[config.mk]
export PLATFORM = sky130hd
export DESIGN_NAME = control_fsm
export DESIGN_NICKNAME = d
export VERILOG_FILES = /design/src/rtl/cpu_pkg.sv /design/src/rtl/instr_decode.sv /design/src/rtl/control_fsm.sv
export SDC_FILE = /design/constraint.sdc
export NUM_CORES = 1
export LEC_CHECK = 0
export ABC_AREA = 1
export CORE_UTILIZATION = 26
export CTS_CLUSTER_SIZE = 40
export DETAILED_ROUTE_END_ITERATION = 10
export MAX_ROUTING_LAYER = met4
export PLACE_DENSITY = 0.59
export RECOVER_POWER = 25
export SLEW_MARGIN = 15
export SYNTH_ARGS = -nofsm -noshare
export SYNTH_HDL_FRONTEND = slang
export SYNTH_HIERARCHICAL = 1
export SYNTH_SLANG_ARGS = --single-unit
[constraint.sdc]
create_clock -name clock -period 2.7 [get_ports clock]
set_clock_uncertainty 0.2 [all_clocks]
set_input_delay 0.54 -clock clock [delete_from_list [all_inputs] [get_ports clock]]
set_output_delay 0.54 -clock clock [all_outputs]
set_load 0.01 [all_outputs]
[src/rtl/cpu_pkg.sv]
// Shared types and opcode map for the 16-bit CPU control path.
package cpu_pkg;

    typedef enum logic [2:0] {
        IDLE     = 3'd0,
        FETCH    = 3'd1,
        EXECUTE  = 3'd2,
        MEM_WAIT = 3'd3,
        HALT     = 3'd4
    } state_t;

    localparam logic [3:0] OP_NOP   = 4'h0;
    localparam logic [3:0] OP_ALU   = 4'h1;
    localparam logic [3:0] OP_ALUI  = 4'h2;
    localparam logic [3:0] OP_LDI   = 4'h3;
    localparam logic [3:0] OP_LOAD  = 4'h4;
    localparam logic [3:0] OP_STORE = 4'h5;
    localparam logic [3:0] OP_JMP   = 4'h6;
    localparam logic [3:0] OP_HALT  = 4'h7;
    localparam logic [3:0] OP_JZ    = 4'h8;
    localparam logic [3:0] OP_JNZ   = 4'h9;

    // Counter must hold 0..lat; a zero-latency memory still needs a 1-bit counter.
    function automatic int wait_width(input int lat);
        return (lat > 0) ? $clog2(lat + 1) : 1;
    endfunction

endpackage

[src/rtl/instr_decode.sv]
// Opcode + zero flag to per-instruction datapath strobes, ungated by FSM state.
module instr_decode
    import cpu_pkg::*;
(
    input  logic [3:0] opcode,
    input  logic       z_out,
    output logic       reg_write,
    output logic       mem_to_reg,
    output logic       mem_write,
    output logic       alu_override_imm4,
    output logic       alu_override_imm8,
    output logic       alu_set_flags,
    output logic       set_pc,
    output logic       pc_from_register,
    output logic       is_load,
    output logic       is_halt,
    output logic       illegal_op
);

    always_comb begin
        reg_write         = 1'b0;
        mem_to_reg        = 1'b0;
        mem_write         = 1'b0;
        alu_override_imm4 = 1'b0;
        alu_override_imm8 = 1'b0;
        alu_set_flags     = 1'b0;
        set_pc            = 1'b0;
        pc_from_register  = 1'b0;
        is_load           = 1'b0;
        is_halt           = 1'b0;
        illegal_op        = 1'b0;
        case (opcode)
            OP_NOP: ;
            OP_ALU: begin
                reg_write     = 1'b1;
                alu_set_flags = 1'b1;
            end
            OP_ALUI: begin
                reg_write         = 1'b1;
                alu_set_flags     = 1'b1;
                alu_override_imm4 = 1'b1;
            end
            OP_LDI: begin
                reg_write         = 1'b1;
                alu_override_imm8 = 1'b1;
            end
            OP_LOAD: begin
                // The register write itself is timed by the FSM against memory latency.
                mem_to_reg = 1'b1;
                is_load    = 1'b1;
            end
            OP_STORE: mem_write = 1'b1;
            OP_JMP: begin
                set_pc           = 1'b1;
                pc_from_register = 1'b1;
            end
            OP_HALT: is_halt = 1'b1;
            OP_JZ: begin
                set_pc           = z_out;
                pc_from_register = z_out;
            end
            OP_JNZ: begin
                set_pc           = ~z_out;
                pc_from_register = ~z_out;
            end
            default: illegal_op = 1'b1;
        endcase
    end

endmodule

[src/rtl/control_fsm.sv]
// Multi-cycle instruction sequencer: fetch / execute / memory wait with run, single-step and sticky halt.
module control_fsm
    import cpu_pkg::*;
#(
    parameter int MEM_LATENCY = 1
)
(
    input  logic        clock,
    input  logic        reset,
    input  logic        run,
    input  logic        step,
    input  logic [15:0] current_instruction,
    input  logic        Z_out,
    output logic        fetch_instruction,
    output logic        set_pc,
    output logic        pc_from_register,
    output logic        reg_write,
    output logic        mem_to_reg,
    output logic        mem_write,
    output logic        alu_override_imm4,
    output logic        alu_override_imm8,
    output logic        alu_set_flags,
    output logic        halted,
    output logic        illegal_op,
    output logic [2:0]  state_poke
);

    localparam int WCW = wait_width(MEM_LATENCY);
    localparam logic [WCW-1:0] FETCH_LAST = WCW'(MEM_LATENCY);
    localparam logic [WCW-1:0] WAIT_LAST  = WCW'((MEM_LATENCY > 0) ? MEM_LATENCY - 1 : 0);

    state_t         state, state_nxt;
    logic [WCW-1:0] wait_cnt, wait_nxt;
    logic           one_shot, one_shot_nxt;

    logic d_reg_write, d_mem_to_reg, d_mem_write, d_imm4, d_imm8, d_set_flags;
    logic d_set_pc, d_pc_from_reg, d_is_load, d_is_halt, d_illegal;

    // Operand fields are consumed by the datapath, not by sequencing.
    logic unused_operands;
    assign unused_operands = ^current_instruction[11:0];

    instr_decode u_decode (
        .opcode            (current_instruction[15:12]),
        .z_out             (Z_out),
        .reg_write         (d_reg_write),
        .mem_to_reg        (d_mem_to_reg),
        .mem_write         (d_mem_write),
        .alu_override_imm4 (d_imm4),
        .alu_override_imm8 (d_imm8),
        .alu_set_flags     (d_set_flags),
        .set_pc            (d_set_pc),
        .pc_from_register  (d_pc_from_reg),
        .is_load           (d_is_load),
        .is_halt           (d_is_halt),
        .illegal_op        (d_illegal)
    );

    always_ff @(posedge clock or negedge reset) begin
        if (!reset) begin
            state    <= IDLE;
            wait_cnt <= '0;
            one_shot <= 1'b0;
        end else begin
            state    <= state_nxt;
            wait_cnt <= wait_nxt;
            one_shot <= one_shot_nxt;
        end
    end

    always_comb begin
        state_nxt         = state;
        wait_nxt          = wait_cnt;
        one_shot_nxt      = one_shot;
        fetch_instruction = 1'b0;
        set_pc            = 1'b0;
        pc_from_register  = 1'b0;
        reg_write         = 1'b0;
        mem_to_reg        = 1'b0;
        mem_write         = 1'b0;
        alu_override_imm4 = 1'b0;
        alu_override_imm8 = 1'b0;
        alu_set_flags     = 1'b0;
        halted            = 1'b0;
        illegal_op        = 1'b0;

        case (state)
            IDLE: begin
                if (run) begin
                    state_nxt = FETCH;
                end else if (step) begin
                    state_nxt    = FETCH;
                    one_shot_nxt = 1'b1;
                end
            end
            FETCH: begin
                fetch_instruction = 1'b1;
                if (wait_cnt == FETCH_LAST) begin
                    set_pc    = 1'b1;
                    state_nxt = EXECUTE;
                end else begin
                    wait_nxt = wait_cnt + WCW'(1);
                end
            end
            EXECUTE: begin
                reg_write         = d_reg_write;
                mem_to_reg        = d_mem_to_reg;
                mem_write         = d_mem_write;
                alu_override_imm4 = d_imm4;
                alu_override_imm8 = d_imm8;
                alu_set_flags     = d_set_flags;
                set_pc            = d_set_pc;
                pc_from_register  = d_pc_from_reg;
                illegal_op        = d_illegal;
                if (d_is_halt) begin
                    state_nxt = HALT;
                end else if (d_is_load && MEM_LATENCY > 0) begin
                    state_nxt = MEM_WAIT;
                end else begin
                    if (d_is_load) reg_write = 1'b1;
                    state_nxt    = (run && !one_shot) ? FETCH : IDLE;
                    one_shot_nxt = 1'b0;
                end
            end
            MEM_WAIT: begin
                mem_to_reg = 1'b1;
                if (wait_cnt == WAIT_LAST) begin
                    reg_write    = 1'b1;
                    state_nxt    = (run && !one_shot) ? FETCH : IDLE;
                    one_shot_nxt = 1'b0;
                end else begin
                    wait_nxt = wait_cnt + WCW'(1);
                end
            end
            HALT: halted = 1'b1;
            default: state_nxt = IDLE;
        endcase

        if (state_nxt != state) wait_nxt = '0;
    end

    assign state_poke = state;

endmodule

# After elaboration in Yosys (flattened, before gate mapping)
# Index checks and enable logic that the tools add are counted.
[totals]
regBits = 5
input_bits = 21
output_inout_bits = 14
wordCells = 74
[classes]
add_sub_neg = 1
eq_ne = 19
muxes = 40
n_bitwise = 1
reduce_logical = 10
[op_table]
columns = ["op", "n"]
rows = [
  ["$mux W1", 27],
  ["$eq A4 B3 Y1 const B", 4],
  ["$mux W3", 5],
  ["$pmux W3 S5", 1],
  ["$ne A2 B2 Y1 const B", 5],
  ["$reduce_or A10 Y1", 1],
  ["$eq A4 B2 Y1 const B", 2],
  ["$eq A4 B4 Y1 const B", 2],
  ["$pmux W1 S2", 4],
  ["$eq A3 B2 Y1 const B", 2],
  ["$pmux W1 S3", 2],
  ["$reduce_and A6 Y1", 1],
  ["$reduce_bool A3 Y1", 2],
  ["$eq A4 B1 Y1 const B", 1],
  ["$logic_not A4 Y1", 1],
  ["$eq A3 B1 Y1 const B", 1],
  ["$eq A3 B3 Y1 const B", 1],
  ["$logic_not A3 Y1", 1],
  ["$ne A3 B3 Y1", 1],
  ["$reduce_or A3 Y1", 1],
  ["$mux W2", 1],
  ["$reduce_or A2 Y1", 1],
  ["$add A1 B1 Y1 const B", 1],
  ["$logic_and A1 B1 Y1", 1],
  ["other kinds (2)", 2],
]

# Depth between registers and ports, before layout
# Gate-level depths: netlist of run 1.
[depth]
word_depth = 8
ltp_mapped = 11
depth_no_buf = 11

# Hierarchy
# Netlist of run 1, hierarchy kept.
[modules_own_cells]
columns = ["mod", "instances", "cells_per_inst", "area_each_um2"]
rows = [
  ["control_fsm", 1, 79, 474.2],
  ["instr_decode", 1, 30, 130.1],
]

# Worst setup path after synthesis of run 1
# OpenSTA, ideal clock, no wires.
[synth_timing]
path_type = "input to output"
start = "in current_instruction[14]"
end = "out mem_to_reg"
arrival_time_ns = 1.303
t_required_ns = 1.960
slack_ns = 0.657
path_stages = 7
path_cell_list = "inv_1 -> nor2_2 -> inv_1 -> nor3_1 -> buf_4 -> nor2_1 -> nor2_1"
[synth_via]
elab_chain_len = 3
[synth_lines]
columns = ["element", "line", "source"]
rows = [
  ["from (decl)", "control_fsm.sv:12", "input logic [15:0] current_instruction,"],
  ["$eq A4 B3 Y1", "-", ""],
  ["$mux W1", "-", ""],
  ["via d_is_load", "control_fsm.sv:37", "logic d_set_pc, d_pc_from_reg, d_is_load, d_is_halt, d_illegal;"],
  ["$pmux W1 S2", "control_fsm.sv:87", "case (state)"],
  ["to (decl)", "control_fsm.sv:18", "output logic mem_to_reg,"],
]
# The timed path passes the listed nets, and every way through them passes these cells.

# Worst setup path after layout of run 1
[layout_timing]
start = "in current_instruction[15]"
end = "out pc_from_register"
[layout_via]
elab_chain_len = 3
word_cells_on_any_way = 5
classes_between = "3 x eq/ne; 2 x mux"
[layout_lines]
columns = ["element", "line", "source"]
rows = [
  ["$eq A4 B4 Y1 / $eq A4 B3 Y1 (equally long branches)", "instr_decode.sv:32", "case (opcode)"],
  ["$pmux W1 S3 (*)", "instr_decode.sv:32", ""],
  ["via d_pc_from_reg", "control_fsm.sv:37", ""],
  ["$mux W1 (*)", "control_fsm.sv:87", ""],
  ["to (decl)", "control_fsm.sv:16", "output logic pc_from_register,"],
]
# The timed path passes the listed nets; every way through them passes the cells marked *.

==> summary.md, run 1 <==
| Metric | Value |
|---|---|
| WL met1 | `672 um` |
| Cell Pwr Density | `684 mW/mm^2` |
| Flop2flop setup slack | `1.19 ns` |
| Post-CTS setup buffers | `0` |
| Crit path required time | `1.96 ns` |
| Num rows | `17` |
| First-pass DRT Iterations | `5` |
| Critical Path End Type | `output pin` |
| Port buffer count | `22` |
| Detailed-route wire length per cell | `9.17 um` |
| DR DRC count | `0` |
| Worst path slowest cell | `clkdlybuf4s50_1` |
| Hold path endpoint | `one_shot` |
| Initial core utilization | `27.6%` |
| Sequential cell area fraction in the yosys report | `20.7%` |
| Largest net degree at the start of global routing | `10` |
| Area of the multi-input gates | `357 um^2` |
| Max clock buf depth | `2` |
| Via density | `4.28` |
| Hold buffer count at cts | `0` |
| Post-synthesis register bit count | `5` |
| Total power | `612 uW` |
| Final worst setup slack | `0.123 ns` |
| Buffers plus inverters on the worst setup path | `4` |
| Final setup violation count | `0` |
| Routed met2 length | `770 um` |
| CTS tree | `yes` |
| Post-Synth Simple-Gate Area | `51.6%` |
| Clock Latency Late Sink | `0.24 ns` |
| Root buffer cell | `clkbuf_4` |
| Area grow syn2layout | `48.0%` |
| Net Count, Synth | `130` |
| Startpoint Class | `input port` |
| Fillers | `245` |
| Met3 WL | `74 um` |
| Nets | `160` |
| Dpl hpwl | `1.25 mm` |
| Mapped Cells | `109` |
| Post-synth design cell area | `604 um^2` |
| Area of the core | `0.00219 mm^2` |
| CP cell instances | `clkdlybuf4s50_1 -> inv_1 -> nor2_2 -> nand3_1 -> nand3_1 -> inv_1 -> nor2_1 -> dlygate4sd2_1` |
| CTS HTree Levels | `1` |
| Xor-xnor portion of the synthesized cell area | `0%` |
| Fmax achieved | `388 MHz` |
| Max Slew Vio Count | `0` |
| GPL Wtd Cong | `0.878` |
| Initial DRC Count | `10` |
| Critical Path AT | `1.84 ns` |
| Pre-CTS setup slack | `-0.267 ns` |
| Worst Hold Class | `flip-flop to flip-flop` |
| Total I/O pin count | `35` |
| Via count | `710` |
| Num CTS Buffers | `3` |
| Height of the die | `50.2 um` |
| Critical path depth | `8` |
| Critical path peak fanout | `3` |
| Crit Path Class | `input port to output pin` |
| Largest family of logic cells by synthesized area | `simple AND/OR/NAND/NOR gates` |
| Die Area | `0.00252 mm^2` |
| Ys Warns | `6` |
| Hold Vio Cnt, Final | `0` |
| First-pass GRT wire length | `2.57 mm` |
| Distinct cells, synth | `20` |
| Initial antenna violation count | `0` |
| CP top delay family | `buffers and inverters` |
| GRT Residual Overflow | `0` |
| Worst-Margin Slew | `0.317 ns` |
| TNS Setup | `0 ns` |
| Highest routed layer | `met4` |
| R2R Path Start | `state_poke[2]` |
| Slew HR | `78.9%` |
| Number of global-route vias before repair | `620` |
| Maximum vdd drop | `0.367 mV` |
| Avg Cell Area, Syn | `5.54 um^2` |
| Hold depth | `2` |
| Delay of the slowest critical-path stage | `0.53 ns` |
| Global-route usage over all layers | `13.8%` |
| Fraction of the mapped netlist area in adder cells | `0%` |
| Final core utilization | `40.8%` |
| Post-route minimum period | `2.58 ns` |
| Total wire length | `1.52 mm` |
| Antenna viol nets, final | `0` |
| Tcrit/Tclk final | `95.4%` |
| Status | `completed` |
| Clock sinks | `5` |
| Leakage | `0.487 nW` |
| Max-capacitance violation count | `0` |
| Worst Hold Launch | `one_shot` |
| Synth Area in Compound Gates | `6.21%` |
| R2r endpoint | `one_shot` |
| Register Area | `125 um^2` |
| Diode count | `0` |
| Layout cells sized above 1 | `18.8%` |
| Worst-case reg-to-reg path depth | `7` |
| Post-synthesis mux area share | `0%` |
| Chip width | `50.2 um` |
| Clock slew seen by the registers of the worst setup and hold paths | `0.04 ns` |
| Final hold slack | `0.281 ns` |
power breakdown:
group | total, mW | switching [mW] | internal, mW
Clock | 0.0852 | 0.0294 | 0.0558
Combinational | 0.383 | 0.217 | 0.167
Sequential | 0.144 | 0.0395 | 0.104
how the worst max path moves through the flow:
stage                            start               end  slack [ns]
6_report       current_instruction[15]  pc_from_register        0.12
5_1_grt        current_instruction[15]  pc_from_register      -0.003
4_1_cts        current_instruction[14]        mem_to_reg        0.01
3_5_place_dp   current_instruction[14]        mem_to_reg       -0.27
3_3_place_gp   current_instruction[14]        mem_to_reg       -0.25
2_1_floorplan  current_instruction[14]        mem_to_reg        0.66
synth_stat cells:
cell type | instances | area [um^2]
a21oi_1 | 3 | 15.0
a22o_1 | 1 | 8.76
buf_4 | 2 | 15.0
buf_6 | 1 | 11.3
dfrtp_1 | 5 | 125
inv_1 | 22 | 82.6
inv_2 | 4 | 15.0
inv_4 | 1 | 6.26
nand2_1 | 25 | 93.8
nand2_2 | 1 | 6.26
nand3_1 | 8 | 40.0
nand3_2 | 1 | 10.0
nand3_4 | 1 | 17.5
nand4_1 | 2 | 12.5
nor2_1 | 23 | 86.3
nor2_2 | 4 | 25.0
nor3_1 | 2 | 10.0
nor3_2 | 1 | 10.0
o211ai_1 | 1 | 7.51
o22ai_1 | 1 | 6.26
registers in the layout, indices dropped and copies added, names as in the netlist:
name        flops
state_poke      3
one_shot        1
wait_cnt        1
repair_timing:
item | in CTS | in global routing
pin swaps | 0 | 0
endpoints found under the setup margin | 9 | 2
gates resized for setup | 13 | 3
routing by layer:
layer  vias to the layer above  track usage [%]
met4                         0             7.14
li1                        384                -
met2                        20             23.8
met5                         -                -
met1                       304             16.0
met3                         2            0.909
kinds of logic after synthesis:
kind of cell           count (synthesis)
AOI/OAI and AO/OA                      6
buffers and inverters                 30
DFF                                    5
and+or+nand+nor                       68
worst reg2reg max path, delay by kind of cell, from the launching register on:
kind	cells	cell delay, ns
AND/OR/NAND/NOR	6	0.61
buffers and inverters	1	0.13
flip-flops	1	0.46
metrics by stage:
stage / cell area [um^2] / instances
2_1_floorplan: 604 / 109
3_3_place_gp: 878 / 162
3_5_place_dp: 878 / 162
4_1_cts: 896 / 166
5_1_grt: 895 / 166
6_report: 895 / 166
cells in the final DEF (no fill, tap or decap), drive strengths merged:
master / instances
dlygate4sd3: 1
a21oi: 3
dfrtp: 5
nand2: 26
nand4: 2
inv: 27
o22ai: 1
buf: 6
dlygate4sd2: 10
clkbuf: 5
o211ai: 1
nand3: 10
clkdlybuf4s50: 10
nor3: 3
a22o: 1
nor2: 27
final cells by class:
| class | instances | area share [%] |
|---|---|---|
| Sequential cell | 5 | 14.0 |
| Inverter | 27 | 11.6 |
| Clock buffer | 4 | 2.94 |
| Tap cell | 28 | 3.92 |
| Multi-Input combinational cell | 74 | 39.9 |
| Timing Repair Buffer | 28 | 27.7 |
No activity file was read; power rests on OpenSTA's default activity.
==> run 2: changes to the inputs <==
--- a/config.mk
+++ b/config.mk
@@ -12,7 +12,6 @@
 export MAX_ROUTING_LAYER = met4
 export PLACE_DENSITY = 0.59
 export RECOVER_POWER = 25
-export SLEW_MARGIN = 15
 export SYNTH_ARGS = -nofsm -noshare
 export SYNTH_HDL_FRONTEND = slang
 export SYNTH_HIERARCHICAL = 1
==> results of run 2 <==
No change in the layout: final DEF, timing and power equal those of run 1.
